## src/rtl/sha3_miner_csr.sv

```systemverilog
// Avalon-MM register file for the SHA3-256 miner. Optional SHA3_CSR_HASHCNT_EN
// adds a 64-bit run-cycle counter at word 0x16/0x17.
module sha3_miner_csr #(
  parameter int          ADDR_W   = 5,
  parameter logic [17:0] CTRL_RST = '0
) (
  input  logic              clk,
  input  logic              rst,
  input  logic [ADDR_W-1:0] avs_address,
  input  logic              avs_read,
  input  logic              avs_write,
  input  logic [31:0]       avs_writedata,
  input  logic [3:0]        avs_byteenable,
  output logic [31:0]       avs_readdata,
  output logic              avs_readdatavalid,
  output logic              avs_waitrequest,
  output logic              irq_host,
  output logic [255:0]      header,
  output logic [255:0]      difficulty,
  output logic [63:0]       start_nonce,
  output logic [17:0]       control,
  input  logic [63:0]       solution,
  input  logic [2:0]        status,
  input  logic              irq
);

  logic [31:0] hdr_q [8];
  logic [31:0] dif_q [8];
  logic [31:0] sol_sh;
  logic [31:0] rdata_c;
  logic [31:0] wm;
  logic [7:0]  addr;
  logic        irq_en;
  logic        pending;
  logic        irq_d;
  logic        wr;
  logic        lock;
  logic        irq_rise;
  logic        pend_clr;

  assign avs_waitrequest = 1'b0;
  assign addr     = 8'(avs_address);
  assign wr       = avs_write & ~avs_read;
  assign lock     = control[0];
  assign irq_rise = irq & ~irq_d;

  for (genvar i = 0; i < 8; i++) begin : g_out
    assign header[32*i +: 32]     = hdr_q[i];
    assign difficulty[32*i +: 32] = dif_q[i];
  end

`ifdef SHA3_CSR_HASHCNT_EN
  logic [63:0] cnt;
  logic [31:0] cnt_sh;
  logic        run_d;

  // the cycle that raises run already counts
  always_ff @(posedge clk) begin
    if (rst) begin
      cnt    <= '0;
      cnt_sh <= '0;
      run_d  <= 1'b0;
    end else begin
      run_d <= status[1];
      cnt   <= ((status[1] & ~run_d) ? 64'd0 : cnt)
             + {63'd0, status[1] & ~status[0]};
      if (avs_read && addr == 8'h16)
        cnt_sh <= cnt[63:32];
    end
  end
`endif

  always_comb begin
    rdata_c = '0;
    unique case (1'b1)
      (addr < 8'h08):  rdata_c = hdr_q[addr[2:0]];
      (addr >= 8'h08 && addr < 8'h10):
                       rdata_c = dif_q[addr[2:0]];
      (addr == 8'h10): rdata_c = start_nonce[31:0];
      (addr == 8'h11): rdata_c = start_nonce[63:32];
      (addr == 8'h12): rdata_c = {14'd0, control};
      (addr == 8'h13): rdata_c = {27'd0, status, pending, irq_en};
      (addr == 8'h14): rdata_c = solution[31:0];
      (addr == 8'h15): rdata_c = sol_sh;
`ifdef SHA3_CSR_HASHCNT_EN
      (addr == 8'h16): rdata_c = cnt[31:0];
      (addr == 8'h17): rdata_c = cnt_sh;
`endif
      default:         rdata_c = '0;
    endcase
  end

  // byte-lane merge of the write data over the current word
  always_comb begin
    wm = rdata_c;
    for (int b = 0; b < 4; b++)
      if (avs_byteenable[b])
        wm[8*b +: 8] = avs_writedata[8*b +: 8];
  end

  always_comb begin
    pend_clr = 1'b0;
    if (wr && addr == 8'h13)
      pend_clr = avs_byteenable[0] & avs_writedata[1];
    if (wr && addr == 8'h12)
      pend_clr = ~wm[0];
  end

  always_ff @(posedge clk) begin
    if (rst) begin
      for (int i = 0; i < 8; i++) begin
        hdr_q[i] <= '0;
        dif_q[i] <= '0;
      end
      start_nonce       <= '0;
      control           <= CTRL_RST;
      sol_sh            <= '0;
      irq_en            <= 1'b0;
      pending           <= 1'b0;
      irq_d             <= 1'b0;
      irq_host          <= 1'b0;
      avs_readdata      <= '0;
      avs_readdatavalid <= 1'b0;
    end else begin
      irq_d             <= irq;
      pending           <= irq_rise | (pending & ~pend_clr);
      irq_host          <= pending & irq_en;
      avs_readdatavalid <= avs_read;
      if (avs_read) begin
        avs_readdata <= rdata_c;
        if (addr == 8'h14)
          sol_sh <= solution[63:32];
      end
      if (wr) begin
        unique case (1'b1)
          (addr < 8'h10): begin
            if (!lock) begin
              if (addr[3]) dif_q[addr[2:0]] <= wm;
              else         hdr_q[addr[2:0]] <= wm;
            end
          end
          (addr == 8'h10): if (!lock) start_nonce[31:0]  <= wm;
          (addr == 8'h11): if (!lock) start_nonce[63:32] <= wm;
          (addr == 8'h12): control <= wm[17:0];
          (addr == 8'h13):
            if (avs_byteenable[0]) irq_en <= avs_writedata[0];
          default: ;
        endcase
      end
    end
  end

endmodule

```

## config.mk

```make
export PLATFORM = sky130hd
export DESIGN_NAME = sha3_miner_csr
export DESIGN_NICKNAME = d
export VERILOG_FILES = /design/src/rtl/sha3_miner_csr.sv
export SDC_FILE = /design/constraint.sdc
export NUM_CORES = 1
export LEC_CHECK = 0
export CORE_AREA = 2 2 286 288
export DETAILED_ROUTE_END_ITERATION = 8
export DIE_AREA = 0 0 288 290
export MAX_ROUTING_LAYER = met4
export PLACE_DENSITY = 0.71
export RECOVER_POWER = 50
export SYNTH_ARGS = -nofsm -noshare
export SYNTH_HDL_FRONTEND = slang
export SYNTH_SLANG_ARGS = --single-unit
```

## constraint.sdc

```tcl
create_clock -name clk -period 4.6 [get_ports clk]
set_clock_uncertainty 0.2 [all_clocks]
set_input_delay 0.46 -clock clk [delete_from_list [all_inputs] [get_ports clk]]
set_output_delay 0.46 -clock clk [all_outputs]
set_load 0.02 [all_outputs]
```

After elaboration in Yosys (flattened, before gate mapping):

Memory sizes are Yosys's and may differ from the RTL's.
Index checks and enable logic that the tools add are counted.

* bitwise operators: 11
* multiplexer cells: 27
* order comparisons: 3
* eq/ne operators: 6
* reductions and logical operators: 10

Operators with widths (number)
* case mux 32 bit (8 select lines): 1
* 2-to-1 mux 32 bit: 2
* OR reduction 32 bit: 2
* 2-to-1 mux 8 bit: 4
* == test 5 bit (second input constant): 6
* 2-to-1 mux 1 bit: 18
* AND reduction 3 bit: 3
* 2-to-1 mux 3 bit: 2
* bitwise AND 1 bit: 5
* >= comparator 5 x 4 -> 1 bit (second input constant): 1
* less-than comparator 5 x 4 -> 1 bit (second input constant): 1
* less-than comparator 5 bit (second input constant): 1
* NOT 1 bit: 5
* AND reduction 2 bit: 2
* logical AND 1 bit: 3
* bitwise OR 1 bit: 1

* bits in writable memories: 512
* logic and storage cells: 69
* register bits after elaboration: 151
* memories kept: 2

Memory list
* dif_q: depth 8, bits a word 32, read ports 9, clocked after Yosys merged registers in 0, write ports 8, line 28 `logic [31:0] dif_q [8];`
* hdr_q: depth 8, bits a word 32, read ports 9, clocked after Yosys merged registers in 0, write ports 8, line 27 `logic [31:0] hdr_q [8];`

Depth between registers and ports, before layout:

Gate-level depths: netlist of run 1.

* word-level depth: 9
* mapped depth: 10

Worst setup path before layout of run 1:

OpenSTA, ideal clock, no wires.

* path kind: input to register
* start: in avs_address[3]
* end: mem hdr_q[6][0], enable pin
* cell stages on the path: 7
* setup time: 0.394 ns
* data arrival time: 2.699 ns
* setup slack: 1.307 ns
* path through: buf_2 -> buf_4 -> or2_2 -> clkbuf_1 -> nor4b_1 -> nand2_1 -> nand2b_1

RTL lines
* start: declaration: line 9 `input logic [ADDR_W-1:0] avs_address,`
* end: declaration: line 27

==> reports/results.tsv, run 1 <==
stage	metric	value	unit
critical_path	critPathKind	in -> reg	
route	vias	25500	
route	drt_pass1_iterations	6	
route	vias_per_cell	5.90	
timing	finalHoldViolations	0	
floorplanning	num_io_pins	742	
critical_path	cp_max_fo	19	
global_route	grt_pass1_vias	24300	
critical_path	critPathCaptureType	register	
cells_and_area	syn2layout_area_growth	37.2	%
pwr	p_leak	15.7	nW
floorplanning	die-height	290	µm
synthesis	synth_area	30300	µm²
placement	gp_congestion	0.987	
synthesis	synthesis.nets	2591	
job	maxCapViolCount	0	
route	drc_errors	0	
run_status	status	finished, final reports clean	
critical_path	rr_startpoint	control[0]$_SDFFE_PP0P_	
clock_tree	clk_pin_slew_worst_paths	0.06	ns
route	wl	141	mm
synthesis	ys.flop_type	edfxtp_1	
clock_tree	cts.sinks	663	
floorplanning	die_w	288	µm
timing	setup_violations	0	
placement	portBuffers	740	
cells_and_area	fin_nets	3312	
cells_and_area	finalInstanceArea	41500	µm²
global_route	grt_max_degree	187	
clock_tree	ctsHoldBuffers	0	
critical_path	setup.worst_path.start_class	primary input	
synthesis	ys_types	64	
global_route	antenna_found_initial	8	
synthesis	ys_warn_count	0	
timing	worst_pin_slew	1.46	ns
floorplanning	initial_core_util	37.8	%
clock_tree	htreeDepth	3	
synthesis	synth_area_per_cell	12.2	µm²
timing	max_freq	0.245	GHz
clock_tree	post_cts_resize_count	0	
floorplanning	core	80200	µm²
cells_and_area	fillerInstances	7022	
clock_tree	cts_setup_buffers	0	
timing	maxSlewViolCount	0	
synthesis	ys_ff_latch	663	
pwr	vdd.ir_drop.worst	0.000285	V
clock_tree	cts_buffers	74	
synthesis	synth-edff-count	512	
placement	dpl-instance-area	39200	µm²
route	antenna_left	0	
hold_path	hp-start	avs_read	
global_route	track_usage	33.7	%
critical_path	cp.required	4.71	ns
critical_path	worstPathArrival	4.19	ns
floorplanning	dieArea	83500	µm²
timing	finalCritPeriodShare	88.6	%
route	first_iter_violations	3476	
pwr	total_power	0.0146	W
placement	hpwlAfterDp	105	mm
cells_and_area	final_layout_size_suffix_gt1_share	13.0	%
synthesis	synthCells	2478	
hold_path	hp-class	in -> reg	
timing	fin_setup_tns	0	ns
clock_tree	cts_tree	built	
global_route	overflow	0	
synthesis	async_flop_share	0	%
clock_tree	clock_latency	0.62	ns
timing	rsz0062_at_grt	no	
cells_and_area	multi_input_area	10900	µm²
critical_path	startpoint	avs_address[2]	
timing	maxSlewHeadroom	2.54	%
floorplanning	num_rows	104	
timing	post-route-min-period	4.08	ns
route	wl_per_cell	32.6	µm
global_route	grt_pass1_wl	193	mm
synthesis	synth-seq-area-share	60.8	%
pwr	power_density	352	nW/µm²
clock_tree	cts_buffer_depth	3	
cells_and_area	seqCellArea	18400	µm²
clock_tree	cts_root_buffer	clkbuf_16	
## Yosys cell counts, types with 28 or more instances
master	instances	area, µm²
dfxtp_1	151	3020
nand3b_1	52	390
o22ai_1	55	344
mux2i_1	84	841
nand2_1	155	582
clkbuf_1	129	484
o21ai_0	33	165
a221o_1	28	280
nand2b_1	42	263
nor3_1	44	220
edfxtp_1	512	15400
nor2_1	556	2090
mux4_2	69	1550
and3_1	36	225
mux2_2	63	709
nand3_1	56	280
buf_2	64	320
a21oi_1	43	215
## cell usage in the layout, fill, tap and decap left out, types with 33 or more instances in the layout
master,n
a21oi_1,43
and3_1,36
buf_4,96
clkbuf_16,74
clkdlybuf4s50_1,106
dfxtp_1,151
dlygate4sd3_1,630
edfxtp_1,512
mux2_2,63
mux2i_1,84
mux4_2,69
nand2_1,151
nand2b_1,38
nand3_1,56
nand3b_1,52
nor2_1,555
nor3_1,42
o21ai_0,33
o22ai_1,55
## registers in the layout (all words and copies together) (netlist names)
name and flops:
dif_q 256, hdr_q 256, start_nonce 64, avs_readdata 32, sol_sh 32, control 18, avs_readdatavalid 1, irq_d 1
irq_en 1, irq_host 1, pending 1
## power by group
group          total, W  switching (W)  internal (W)
Combinational   0.00192        0.00123      0.000692
Sequential      0.00677       0.000143       0.00663
Clock           0.00592        0.00254       0.00338
Total            0.0146        0.00391        0.0107
## logic make-up (layout without fill, tap and decap cells)
family          after synthesis  after routing  synth area share (%)
mux                         216            216                  10.3
other cells                   1             10                0.0124
buf+inv                     230           1008                  3.51
flops                       663            663                  60.8
simple gates               1058           1058                  16.1
compound gates              310            310                  9.29
## critical path: stages
cell           delay, ns
dlygate4sd3_1       0.59
clkbuf_1            0.30
nor2b_1             1.17
clkbuf_1            0.36
nand2_1             0.12
nand2b_1            0.87
buf_12              0.29
## cell type report
| class | count | area share (%) |
|---|---|---|
| sequential | 663 | 44.3 |
| multi-input combinational | 1585 | 26.2 |
| timing repair buffer | 865 | 20.5 |
| antenna | 9 | 0.0542 |
| tap | 1060 | 3.19 |
| inverter | 10 | 0.0904 |
| clock buffer | 94 | 4.74 |
| clock inverter | 39 | 0.940 |
## worst paths after layout
| check | endpoint | slack, ns | cells past startpoint |
|---|---|---|---|
| min reg2reg | sol_sh[5]$_SDFFE_PP0P_ | 0.26 | 2 |
| min | avs_readdata[2]$_SDFFE_PP0P_ | 0.13 | 3 |
| max reg2reg | hdr_q[2][8]$_SDFFCE_PN0P_ | 1.30 | 6 |
| max | hdr_q[1][27]$_SDFFCE_PN0P_ | 0.52 | 7 |
## metrics by stage
stage / setup WS, ns / utilization [%] / hold WS, ns / std cells
after CTS: 1.18 / 51.9 / 0.0791 / 4316
final: 0.524 / 51.8 / 0.126 / 4325
after floorplan: 1.31 / - / 0.231 / 2478
after global routing: 0.470 / 51.8 / 0.117 / 4323
after global placement: 0.607 / 49.0 / 0.243 / 4183
after detailed placement: 0.518 / 49.0 / 0.244 / 4183
## metal layers
layer | part of all wire [%] | vias to the layer above | routed length [µm] | GRT usage, %
met5 | 0 | - | 0 | -
met4 | 4.0 | 0 | 5680 | 11.9
met3 | 12 | 288 | 17200 | 9.54
met2 | 45 | 1910 | 63000 | 49.4
met1 | 39 | 12700 | 55200 | 44.5
li1 | - | 10600 | - | -
(Power assumes the default switching activity.)
==> run 2, diff against run 1 <==
- RECOVER_POWER: 50 -> 100
==> reports/results.tsv, run 2 (same netlist as run 1, synthesis figures left out) <==
stage	metric	value	unit
run_status	status	finished, violations left	
run_status	violations	capacitance limit, slew limit	
route	wl	141	mm
pwr	p_leak	15.6	nW
clock_tree	clk_pin_slew_worst_paths	0.06	ns
floorplanning	num_rows	104	
cells_and_area	multi_input_area	10500	µm²
clock_tree	cts_buffer_depth	3	
job	maxCapViolCount	4	
hold_path	hold_path_end	avs_readdata[2]$_SDFFE_PP0P_	
critical_path	critPathKind	in -> reg	
timing	finalHoldViolations	0	
timing	setup_violations	0	
floorplanning	die_w	288	µm
floorplanning	die-height	290	µm
timing	finalCritPeriodShare	87.9	%
critical_path	cp.required	4.69	ns
critical_path	rr_startpoint	dif_q[3][4]$_SDFFCE_PN0P_	
critical_path	r2r_slack	1.13	ns
placement	dp_cells	4183	
cells_and_area	final_common_cell	dlygate4sd3_1	
clock_tree	ctsHoldBuffers	0	
global_route	grt_max_degree	187	
placement	hpwlAfterDp	105	mm
global_route	overflow	0	
clock_tree	htreeDepth	3	
critical_path	rr_endpoint	hdr_q[7][4]$_SDFFCE_PN0P_	
clock_tree	cts_tree	built	
pwr	power_density	355	nW/µm²
cells_and_area	reg.largest.list	dif_q (256), hdr_q (256), start_nonce (64)	
floorplanning	dieArea	83500	µm²
timing	maxSlewViolCount	68	
cells_and_area	final_layout_size_suffix_gt1_share	11.9	%
placement	gp_congestion	0.987	
cells_and_area	layout_common_cells	dlygate4sd3_1, nor2_1, edfxtp_1	
route	drt_pass1_iterations	6	
critical_path	reg2reg_depth	5	
timing	worst_pin_slew	1.83	ns
clock_tree	clock_latency	0.62	ns
clock_tree	cts_setup_buffers	0	
pwr	vdd.ir_drop.worst	0.000281	V
route	wl_per_cell	32.7	µm
global_route	antenna_found_initial	8	
clock_tree	post_cts_resize_count	0	
timing	maxSlewHeadroom	-23.3	%
cells_and_area	syn2layout_area_growth	35.9	%
route	first_iter_violations	3622	
clock_tree	cts_root_buffer	clkbuf_16	
global_route	grt_pass1_wl	193	mm
critical_path	cp_max_fo	16	
cells_and_area	fin_nets	3312	
timing	rsz0062_at_grt	no	
route	antenna_left	0	
timing	post-route-min-period	4.04	ns
critical_path	setup.worst_path.start_class	primary input	
cells_and_area	layout.cells.non_filler	4324	
timing	worst_slack	0.557	ns
global_route	track_usage	33.7	%
floorplanning	core	80200	µm²
timing	holdWs	0.107	ns
floorplanning	initial_core_util	37.8	%
pwr	total_power	0.0146	W
cells_and_area	fillerInstances	7085	
clock_tree	cts.sinks	663	
global_route	grt_pass1_vias	24300	
placement	portBuffers	740	
critical_path	critPathCaptureType	register	
floorplanning	num_io_pins	742	
hold_path	whs_path_depth	3	
hold_path	hp-class	in -> reg	
route	vias	25600	
timing	fin_setup_tns	0	ns
cells_and_area	seqCellArea	18400	µm²
hold_path	hp-start	avs_read	
critical_path	worstPathArrival	4.14	ns
timing	max_freq	0.247	GHz
route	vias_per_cell	5.92	
route	drc_errors	0	
placement	dp_slack	0.518	ns
clock_tree	cts_buffers	74	
[run 2: worst max-delay path, cell delays in order]
cell and delay (ns):
dlygate4sd3_1 0.60, clkbuf_1 0.48, nand4bb_1 0.48, o22ai_1 0.20, a221o_1 0.35, o41ai_2 1.41
nor2_1 0.14
[run 2: metrics by stage]
step	cell area [µm²]	utilization, %
3_3_place_gp	39200	49.0
6_report	41100	51.3
5_1_grt	41100	51.3
2_1_floorplan	30300	-
4_1_cts	41600	51.9
3_5_place_dp	39200	49.0
[run 2: report_power, final]
part / switching, W / internal [W]
Sequential: 0.000144 / 0.00663
Combinational: 0.00121 / 0.000665
Clock: 0.00255 / 0.00338
[run 2: worst max-delay path by stage]
stage | start | slack, ns | cells after the start | end
2_1_floorplan | avs_address[3] | 1.31 | 7 | hdr_q[6][0]$_SDFFCE_PN0P_
4_1_cts | avs_address[4] | 1.18 | 6 | dif_q[5][20]$_SDFFCE_PN0P_
6_report | avs_address[2] | 0.56 | 7 | hdr_q[7][4]$_SDFFCE_PN0P_
3_3_place_gp | avs_address[0] | 0.61 | 7 | dif_q[1][19]$_SDFFCE_PN0P_
5_1_grt | avs_address[2] | 0.47 | 7 | hdr_q[2][4]$_SDFFCE_PN0P_
3_5_place_dp | avs_address[4] | 0.52 | 6 | dif_q[0][20]$_SDFFCE_PN0P_
[run 2: final cells by class]
class	count	share of cell area (%)
Inverter	10	0.0913
Timing Repair Buffer	865	20.7
Clock buffer	94	4.78
Multi-Input combinational cell	1585	25.5
Sequential cell	663	44.8
Antenna cell	8	0.0487
Tap cell	1060	3.23
Clock inverter	39	0.950
[run 2: metal layers]
metal	wire length [µm]	up-vias	global-route usage [%]
li1	-	10600	-
met1	55300	12800	44.5
met2	62900	1868	49.4
met3	17200	298	9.54
met4	5910	0	11.9
met5	0	-	-
